## src/rtl/uart_byte_tx_module.sv

```systemverilog
// UART byte transmitter.
// Takes one byte per valid/ready handshake and sends it on tx_pin, LSB first.
// Frame layout: start bit, 8 data bits, optional parity bit, then 1 or 2 stop bits.
// tx_ack pulses for one clock when the last stop bit completes.
// tx_frame_ack pulses once the line has then stayed idle for IDLE_CYCLE bit periods.
module uart_byte_tx_module #(
  parameter int CLK_FRE    = 50,      // clock frequency in MHz
  parameter int BAUD_RATE  = 115200,  // serial baud rate
  parameter int PARITY     = 0,       // 0 none, 1 odd, 2 even
  parameter int STOP_BITS  = 1,       // 1 or 2
  parameter int IDLE_CYCLE = 2        // idle bit periods before tx_frame_ack
) (
  input  logic       clk,
  input  logic       rst_n,
  input  logic [7:0] tx_data,
  input  logic       tx_data_valid,
  output logic       tx_data_ready,
  output logic       tx_ack,
  output logic       tx_frame_ack,
  output logic       tx_busy,
  output logic       tx_pin
);

  localparam int unsigned CYCLE      = CLK_FRE * 1000000 / BAUD_RATE;
  localparam logic [15:0] CYC_LAST   = 16'(CYCLE - 1);
  localparam int unsigned IDLE_TIME  = CYCLE * IDLE_CYCLE;
  localparam logic [31:0] IDLE_MAX   = 32'(IDLE_TIME);
  localparam logic [2:0]  STOP_LAST  = 3'(STOP_BITS - 1);
  localparam bit          HAS_PARITY = (PARITY != 0);
  localparam bit          ODD_PARITY = (PARITY == 1);

  typedef enum logic [2:0] {
    S_IDLE,
    S_START,
    S_SEND_BYTE,
    S_PARITY,
    S_STOP
  } state_t;

  state_t      state;
  logic [15:0] cycle_cnt;
  logic [2:0]  bit_cnt;
  logic [7:0]  tx_shift;
  logic        parity_bit;
  logic [31:0] idle_cnt;
  logic        bit_done;

  assign bit_done = (cycle_cnt == CYC_LAST);

  // Frame sequencer: registered line level, handshake flags and idle-time tracking.
  always_ff @(posedge clk or negedge rst_n) begin
    if (!rst_n) begin
      state         <= S_IDLE;
      cycle_cnt     <= '0;
      bit_cnt       <= '0;
      tx_shift      <= '0;
      parity_bit    <= 1'b0;
      idle_cnt      <= IDLE_MAX;
      tx_pin        <= 1'b1;
      tx_data_ready <= 1'b1;
      tx_busy       <= 1'b0;
      tx_ack        <= 1'b0;
      tx_frame_ack  <= 1'b0;
    end else begin
      tx_ack       <= 1'b0;
      tx_frame_ack <= 1'b0;
      case (state)
        S_IDLE: begin
          cycle_cnt <= '0;
          bit_cnt   <= '0;
          if (tx_data_valid) begin
            tx_shift      <= tx_data;
            parity_bit    <= ODD_PARITY ? ~(^tx_data) : ^tx_data;
            tx_pin        <= 1'b0;
            tx_data_ready <= 1'b0;
            tx_busy       <= 1'b1;
            state         <= S_START;
          end else begin
            tx_pin <= 1'b1;
            // The idle counter saturates, so tx_frame_ack fires once per quiet period.
            if (idle_cnt < IDLE_MAX) begin
              idle_cnt <= idle_cnt + 32'd1;
              if (idle_cnt == IDLE_MAX - 32'd1) begin
                tx_frame_ack <= 1'b1;
              end
            end
          end
        end

        S_START: begin
          if (bit_done) begin
            cycle_cnt <= '0;
            tx_pin    <= tx_shift[0];
            state     <= S_SEND_BYTE;
          end else begin
            cycle_cnt <= cycle_cnt + 16'd1;
          end
        end

        S_SEND_BYTE: begin
          if (bit_done) begin
            cycle_cnt <= '0;
            if (bit_cnt == 3'd7) begin
              bit_cnt <= '0;
              if (HAS_PARITY) begin
                tx_pin <= parity_bit;
                state  <= S_PARITY;
              end else begin
                tx_pin <= 1'b1;
                state  <= S_STOP;
              end
            end else begin
              // The next data bit is always at index 1 because the register shifts right as bits go out.
              bit_cnt  <= bit_cnt + 3'd1;
              tx_pin   <= tx_shift[1];
              tx_shift <= {1'b0, tx_shift[7:1]};
            end
          end else begin
            cycle_cnt <= cycle_cnt + 16'd1;
          end
        end

        S_PARITY: begin
          if (bit_done) begin
            cycle_cnt <= '0;
            bit_cnt   <= '0;
            tx_pin    <= 1'b1;
            state     <= S_STOP;
          end else begin
            cycle_cnt <= cycle_cnt + 16'd1;
          end
        end

        S_STOP: begin
          if (bit_done) begin
            cycle_cnt <= '0;
            if (bit_cnt == STOP_LAST) begin
              bit_cnt       <= '0;
              state         <= S_IDLE;
              tx_ack        <= 1'b1;
              tx_data_ready <= 1'b1;
              tx_busy       <= 1'b0;
              idle_cnt      <= '0;
            end else begin
              bit_cnt <= bit_cnt + 3'd1;
            end
          end else begin
            cycle_cnt <= cycle_cnt + 16'd1;
          end
        end

        default: begin
          state         <= S_IDLE;
          cycle_cnt     <= '0;
          bit_cnt       <= '0;
          tx_pin        <= 1'b1;
          tx_data_ready <= 1'b1;
          tx_busy       <= 1'b0;
        end
      endcase
    end
  end

endmodule

```

## config.mk

```make
export PLATFORM = sky130hd
export DESIGN_NAME = uart_byte_tx_module
export DESIGN_NICKNAME = d
export VERILOG_FILES = /design/src/rtl/uart_byte_tx_module.sv
export SDC_FILE = /design/constraint.sdc
export NUM_CORES = 1
export LEC_CHECK = 0
export BUFFER_PORTS_ARGS = -buffer_cell sky130_fd_sc_hd__buf_2
export CAP_MARGIN = 40
export CORE_MARGIN = 2
export CORE_UTILIZATION = 60
export CTS_CLUSTER_DIAMETER = 100
export DETAILED_ROUTE_END_ITERATION = 6
export GPL_ROUTABILITY_DRIVEN = 1
export PLACE_DENSITY = 0.82
export SYNTH_ARGS = -nofsm -noshare
export SYNTH_HDL_FRONTEND = slang
export SYNTH_SLANG_ARGS = --single-unit
```

## constraint.sdc

```tcl
create_clock -name clk -period 2.3 [get_ports clk]
set_input_delay 0.23 -clock clk [delete_from_list [all_inputs] [get_ports clk]]
set_output_delay 0.23 -clock clk [all_outputs]
set_load 0.05 [all_outputs]
```

==> results of run 1 <==
-- area by class of cell --
class | instances | area [µm²] | area share [%]
Inverter | 8 | 30.0 | 0.833
Clock inverter | 6 | 63.8 | 1.77
Multi-Input combinational cell | 219 | 1430 | 39.6
Clock buffer | 10 | 138 | 3.82
Sequential cell | 67 | 1690 | 46.8
Timing Repair Buffer | 26 | 173 | 4.79
Tap cell | 70 | 87.6 | 2.43
-- registers in the layout, indices dropped and copies added, names as in the netlist, 3 cells and up --
signal	cells
bit_cnt	3
cycle_cnt	16
idle_cnt	32
state	3
tx_shift	8
-- report_power, final --
part           total (mW)  internal [mW]  switching (mW)  leakage, nW
registers            1.18           1.18               0        0.881
clock network       0.981          0.529           0.452       0.0987
logic              0.0454         0.0152          0.0302        0.672
-- per-stage QoR --
| stage | area, µm² | power, mW | setup TNS (ps) |
|---|---|---|---|
| after floorplan | 3200 | 1.21 | 0 |
| after global placement | 3380 | 1.25 | 0 |
| after detailed placement | 3380 | 1.25 | 0 |
| after CTS | 3590 | 2.24 | 0 |
| after global routing | 3600 | 2.28 | -985 |
| final | 3600 | 2.20 | 0 |
-- cells in the mapped netlist (all sizes together) --
cell type,instances
nand3b,1
a21boi,2
o311ai,1
or3,2
inv,8
ha,6
mux2i,7
nor2b,1
nand4,8
nor4b,1
and3,8
clkbuf,7
o22ai,2
a21o,1
nand3,11
nor3,4
or2,1
nor2,23
or3b,1
buf,6
and4,3
o31ai,5
a211oi,1
a21oi,26
and2,25
dfrtp,60
o21ai,11
xnor2,7
o211ai,4
o21ba,1
nand2b,6
and4b,1
nand2,17
a32oi,1
o22a,1
or4,8
or4bb,1
nor4,9
xor2,8
nand4b,1
o221ai,1
nor3b,1
dfstp,7
-- cells by family (layout without fill, tap and decap cells) --
logic type / after synthesis / in the layout / synth area share (%)
DFF: 67 / 67 / 52.7
buffers and inverters: 21 / 50 / 3.09
AOI/OAI and AO/OA: 57 / 57 / 10.6
xor gates and xnor gates: 15 / 15 / 4.11
and+or+nand+nor: 133 / 134 / 25.0
muxes: 7 / 7 / 2.19
adders and majority gates: 6 / 6 / 2.35
-- final timing paths --
check                      slack [ps]  depth (start not counted)     startpoint            end
max in group asynchronous        1560                          3          rst_n         tx_pin
setup / recovery                  120                          4  cycle_cnt[10]   idle_cnt[13]
setup reg to reg                  120                          4  cycle_cnt[10]   idle_cnt[13]
min in group asynchronous         430                          3          rst_n   tx_frame_ack
hold / removal                    130                          3     tx_data[7]    tx_shift[7]
hold reg to reg                   480                          2  tx_data_ready  tx_data_ready
-- repair_timing --
action	in CTS	in global routing
hold buffers	1	0
endpoints found under the setup margin	0	2
hold endpoints to repair	60	0
resized for setup	0	2
-- per-layer routing --
metal	share of wire [%]	wire (µm)	vias to the layer above
met4	1.4	84	0
met3	3.6	219	8
met2	48	2900	34
li1	-	-	1148
met1	47	2880	1146
met5	0	0	-
-- worst max-delay path, cell delays in order (launching register included) --
cell and delay, ps:
dfrtp_1 430, or4_4 560, nor4_4 450, nand4_2 340, and2_1 290
==> results.yml, run 1 <==
timing:
  hold_violations: 0
  setup_viol: 0
  tightest_slew_ps: 708
  rsz0062_at_grt: "true"
  hold_ws_ps: 127
  finClkSkew_ps: 5.79
  finalWorstSetupSlack_ps: 121
  fmax_mhz: 459
  slew_headroom_pct: 52.7
  period_share_pct: 94.7
  min_period_ps: 2180
  drv_slew: 0
synth:
  yosysUniqueCellTypes: 50
  yosys_warnings: 0
  ys_ff_latch: 67
  synth_area_leaders: "dfrtp_1 47%, dfstp_2 5.7%, and2_1 4.9%, a21oi_1 4.1%, nor2_1 2.7%"
  synth_top_area_share_pct: 46.9
  postSynthCellCount: 306
  syn_avg_cell_area_um2: 10.5
  synthesis.area_um2: 3200
  syn_nets: 323
  synth_top_area_cell: "dfrtp_1"
  synth-seq-area-share_pct: 52.7
pwr:
  p_leak_nw: 1.65
  power_density_nw_per_um2: 612
  ir_worst_vdd_mv: 0.921
finish:
  nNetsFinal: 348
  fill_cells: 404
  utilization_pct: 70.1
  synthToLayoutAreaGrowth_pct: 12.7
  final_cell_mix: "60 x dfrtp_1, 26 x a21oi_1, 25 x and2_1"
  final_cells: 406
  antenna_cells: 0
  final_common_cell: "dfrtp_1"
  drive_above_1_share_pct: 17.3
run_status:
  status: "completed"
floorplanning:
  start_util_pct: 62.2
  die_w_um: 77.0
  num_rows: 26
  dieArea_um2: 5930
  die_y_um: 77.0
  core_region_area_um2: 5140
  num_io_pins: 16
global_routing:
  met1_usage_pct: 29.3
  grt.total_usage_pct: 22.3
  grt_pass1_wl_um: 10500
  top_usage_layer: "met2"
  met2_usage_pct: 35.1
  grt_pass1_vias: 2305
  met3_usage_pct: 7.06
  antenna_found_initial: 0
  grt_max_degree: 68
  grt_overflow_total: 0
placed_design:
  dp_hpwl_um: 3960
  place_inst: 388
  port_buffers: 15
  dp_slack_ps: 180
  place_congestion: 0.845
detailed_routing:
  drt.antenna.violating_nets: 0
  dr.pass1.iters: 4
  wirelength_um: 6080
  vias: 2336
  via_per_inst: 5.75
  drcViolationCount: 0
  drt_iter0_markers: 166
  wire_per_inst_um: 15.0
clocking:
  clockBufferDepth: 2
  htree_levels: 3
  cts_made_buffers: 9
  clk_latency_ps: 350
  path_clk_slew_ps: 70
  cts_tree: "done"
  cts_root_buffer: "clkbuf_8"
  cts_num_sinks: 67
  post_cts_buffers: 0
hold_path:
  min_path_type: "in -> reg"
critical_path:
  required_ps: 2540
  worst_setup_path_end_kind: "register"
  cp_max_fo: 14
  arrival_ps: 2420
  cp-start-kind: "register"
  critical_path_class: "reg -> reg"
job:
  drv_cap: 0
No activity file was read; power rests on OpenSTA's default activity.
==> inputs of run 2 (changes only) <==
- CORE_UTILIZATION: 60 -> 40
- PLACE_DENSITY: 0.82 -> 0.6
==> run 2 against run 1 <==
Clock power grew 4%. Sequential cell count did not move. Sequential share of layout area is 0.97 points lower. Global-route usage shrank 6.4 points. First-iteration DRC count decreased by 30%. Hold slack improved by 5.2 ps. Die area increased by 47%. Cell count is 8.9% higher. Utilization shrank 22 points. Critical path type unchanged. Critical endpoint is now idle_cnt[30]. Largest cell class unchanged. Highest routed layer unchanged.
==> results.yml, run 2 (synthesized netlist as in run 1, its figures left out) <==
floorplanning:
  core_region_area_um2: 7730
  die_w_um: 93.4
  num_rows: 32
  dieArea_um2: 8730
  start_util_pct: 41.4
  num_io_pins: 16
  die_y_um: 93.4
critical_path:
  required_ps: 2540
  max_stage_delay_ps: 560
  r2r_end: "idle_cnt[30]"
  setup.worst_path.start: "cycle_cnt[10]"
  cp-start-kind: "register"
  rr_startpoint: "cycle_cnt[10]"
  slowest_stage: "or4_4"
  arrival_ps: 2370
  r2r_slack_ps: 170
  worst_setup_path_end_kind: "register"
  critPathCapture: "idle_cnt[30]"
  reg2reg_depth: 5
  cp_max_fo: 14
  critical_path_class: "reg -> reg"
  crit_chain: "or4_4 -> nor4_4 -> buf_4 -> nand4_2 -> and2_1"
timing:
  finClkSkew_ps: 9.95
  hold_violations: 0
  min_period_ps: 2130
  tightest_slew_ps: 742
  fmax_mhz: 470
  slew_headroom_pct: 50.4
  drv_slew: 0
  period_share_pct: 92.6
  final.setup.tns_ps: 0
  setup_viol: 0
finish:
  nNetsFinal: 352
  final_common_cell: "dfrtp_1"
  utilization_pct: 47.6
  largest_reg_flops: 32
  multi_input_area_um2: 1430
  regMostFlops: "idle_cnt"
  drive_above_1_share_pct: 18.2
  synthToLayoutAreaGrowth_pct: 15.1
  largest_registers: "idle_cnt x32, cycle_cnt x16, tx_shift x8"
  final_cell_mix: "60 x dfrtp_1, 26 x a21oi_1, 25 x and2_1"
  antenna_cells: 0
  seq_area_um2: 1690
  fill_cells: 717
detailed_routing:
  dr.pass1.iters: 4
  drt.antenna.violating_nets: 0
  drt_iter0_markers: 116
  wire_per_inst_um: 14.2
  via_per_inst: 5.32
  wirelength_um: 6280
  vias: 2352
  drcViolationCount: 0
pwr:
  seqPwrFrac_pct: 52.5
  power_frac_comb_pct: 2.0
  switchingPower_uw: 533
  ir_worst_vdd_mv: 0.451
  p_int_mw: 1.71
  p_leak_nw: 1.68
  power_density_nw_per_um2: 610
  swShare_pct: 23.8
  pwr-share-clk_pct: 45.5
global_routing:
  grt_pass1_vias: 2365
  grt_pass1_wl_um: 11000
  grt.total_usage_pct: 15.9
  grt_overflow_total: 0
  grt_max_degree: 68
  antenna_found_initial: 0
placed_design:
  port_buffers: 15
  place_congestion: 0.805
  dp_hpwl_um: 4020
clocking:
  cts_num_sinks: 67
  path_clk_slew_ps: 80
  htree_levels: 3
  cts_made_buffers: 9
  ctsResizeCount: 0
  cts_tree: "done"
  clk_latency_ps: 350
  cts_root_buffer: "clkbuf_8"
  clockBufferDepth: 2
run_status:
  status: "completed"
job:
  drv_cap: 0
hold_path:
  min_path_type: "in -> reg"
==> run 2: cell count changes in the layout (fill, tap and decap cells not counted) <==
cell	change
clkbuf_8	-1
clkinv_2	-2
o21ai_1	-1
inv_8	+1
clkinv_4	+2
inv_6	+1
buf_4	+4
o311ai_0	+1
o21ai_0	+1
clkinvlp_4	-1
o311ai_1	-1
==> run 2: repair_timing <==
action	4_1_cts	5_1_grt
setup buffers	0	1
setup endpoints to repair	0	3
hold endpoints to repair	60	0
hold buffers	1	0
==> run 2: area by class of cell <==
cell class | count | share of cell area, %
Sequential cell | 67 | 45.8
Multi-Input combinational cell | 219 | 38.8
Timing Repair Buffer | 30 | 5.51
Tap cell | 102 | 3.47
Clock buffer | 9 | 3.37
Clock inverter | 7 | 2.28
Inverter | 8 | 0.816
==> run 2: per-stage QoR <==
stage          hold slack [ps]  instance area (µm²)  worst slack [ps]  total power, mW  instances
5_1_grt                    129                 3680             -3.74             2.34        442
3_3_place_gp               278                 3440               199             1.25        423
4_1_cts                    121                 3660               138             2.28        440
2_1_floorplan            -65.6                 3200               350             1.21        306
6_report                   133                 3680               170             2.24        442
3_5_place_dp               283                 3440               165             1.25        423
==> run 2: power groups by stage <==
stage	clock network [mW]	registers [mW]	logic, mW
after floorplan	0	1.20	0.00716
after global placement	0	1.20	0.0467
after detailed placement	0	1.20	0.0472
after CTS	1.05	1.18	0.0485
after global routing	1.10	1.18	0.0542
final	1.02	1.18	0.0459
==> run 2: worst min path at each step <==
stage | startpoint | endpoint | slack, ps | cells after the start
final | tx_data[7] | tx_shift[7] | 130 | 3
after global routing | tx_data[7] | tx_shift[7] | 130 | 3
after CTS | tx_data[7] | tx_shift[7] | 120 | 3
after detailed placement | rst_n | tx_frame_ack | 280 | 2
after global placement | rst_n | tx_ack | 280 | 2
after floorplan | rst_n | bit_cnt[0] | -70 | 0
==> run 2: routing by layer <==
metal / GRT usage, % / vias to the layer above / part of all wire (%)
li1: - / 1155 / -
met1: 21.7 / 1160 / 51
met2: 24.2 / 29 / 45
met3: 4.11 / 8 / 3.2
met4: 6.13 / 0 / 1.4
met5: 0 / - / 0
==> run 2: worst max-delay path, delay by kind of cell, from the launching register on <==
| family | cells | cell delay [ps] |
|---|---|---|
| AND/OR/NAND/NOR | 4 | 1410 |
| flip-flops | 1 | 430 |
| buffers and inverters | 1 | 180 |
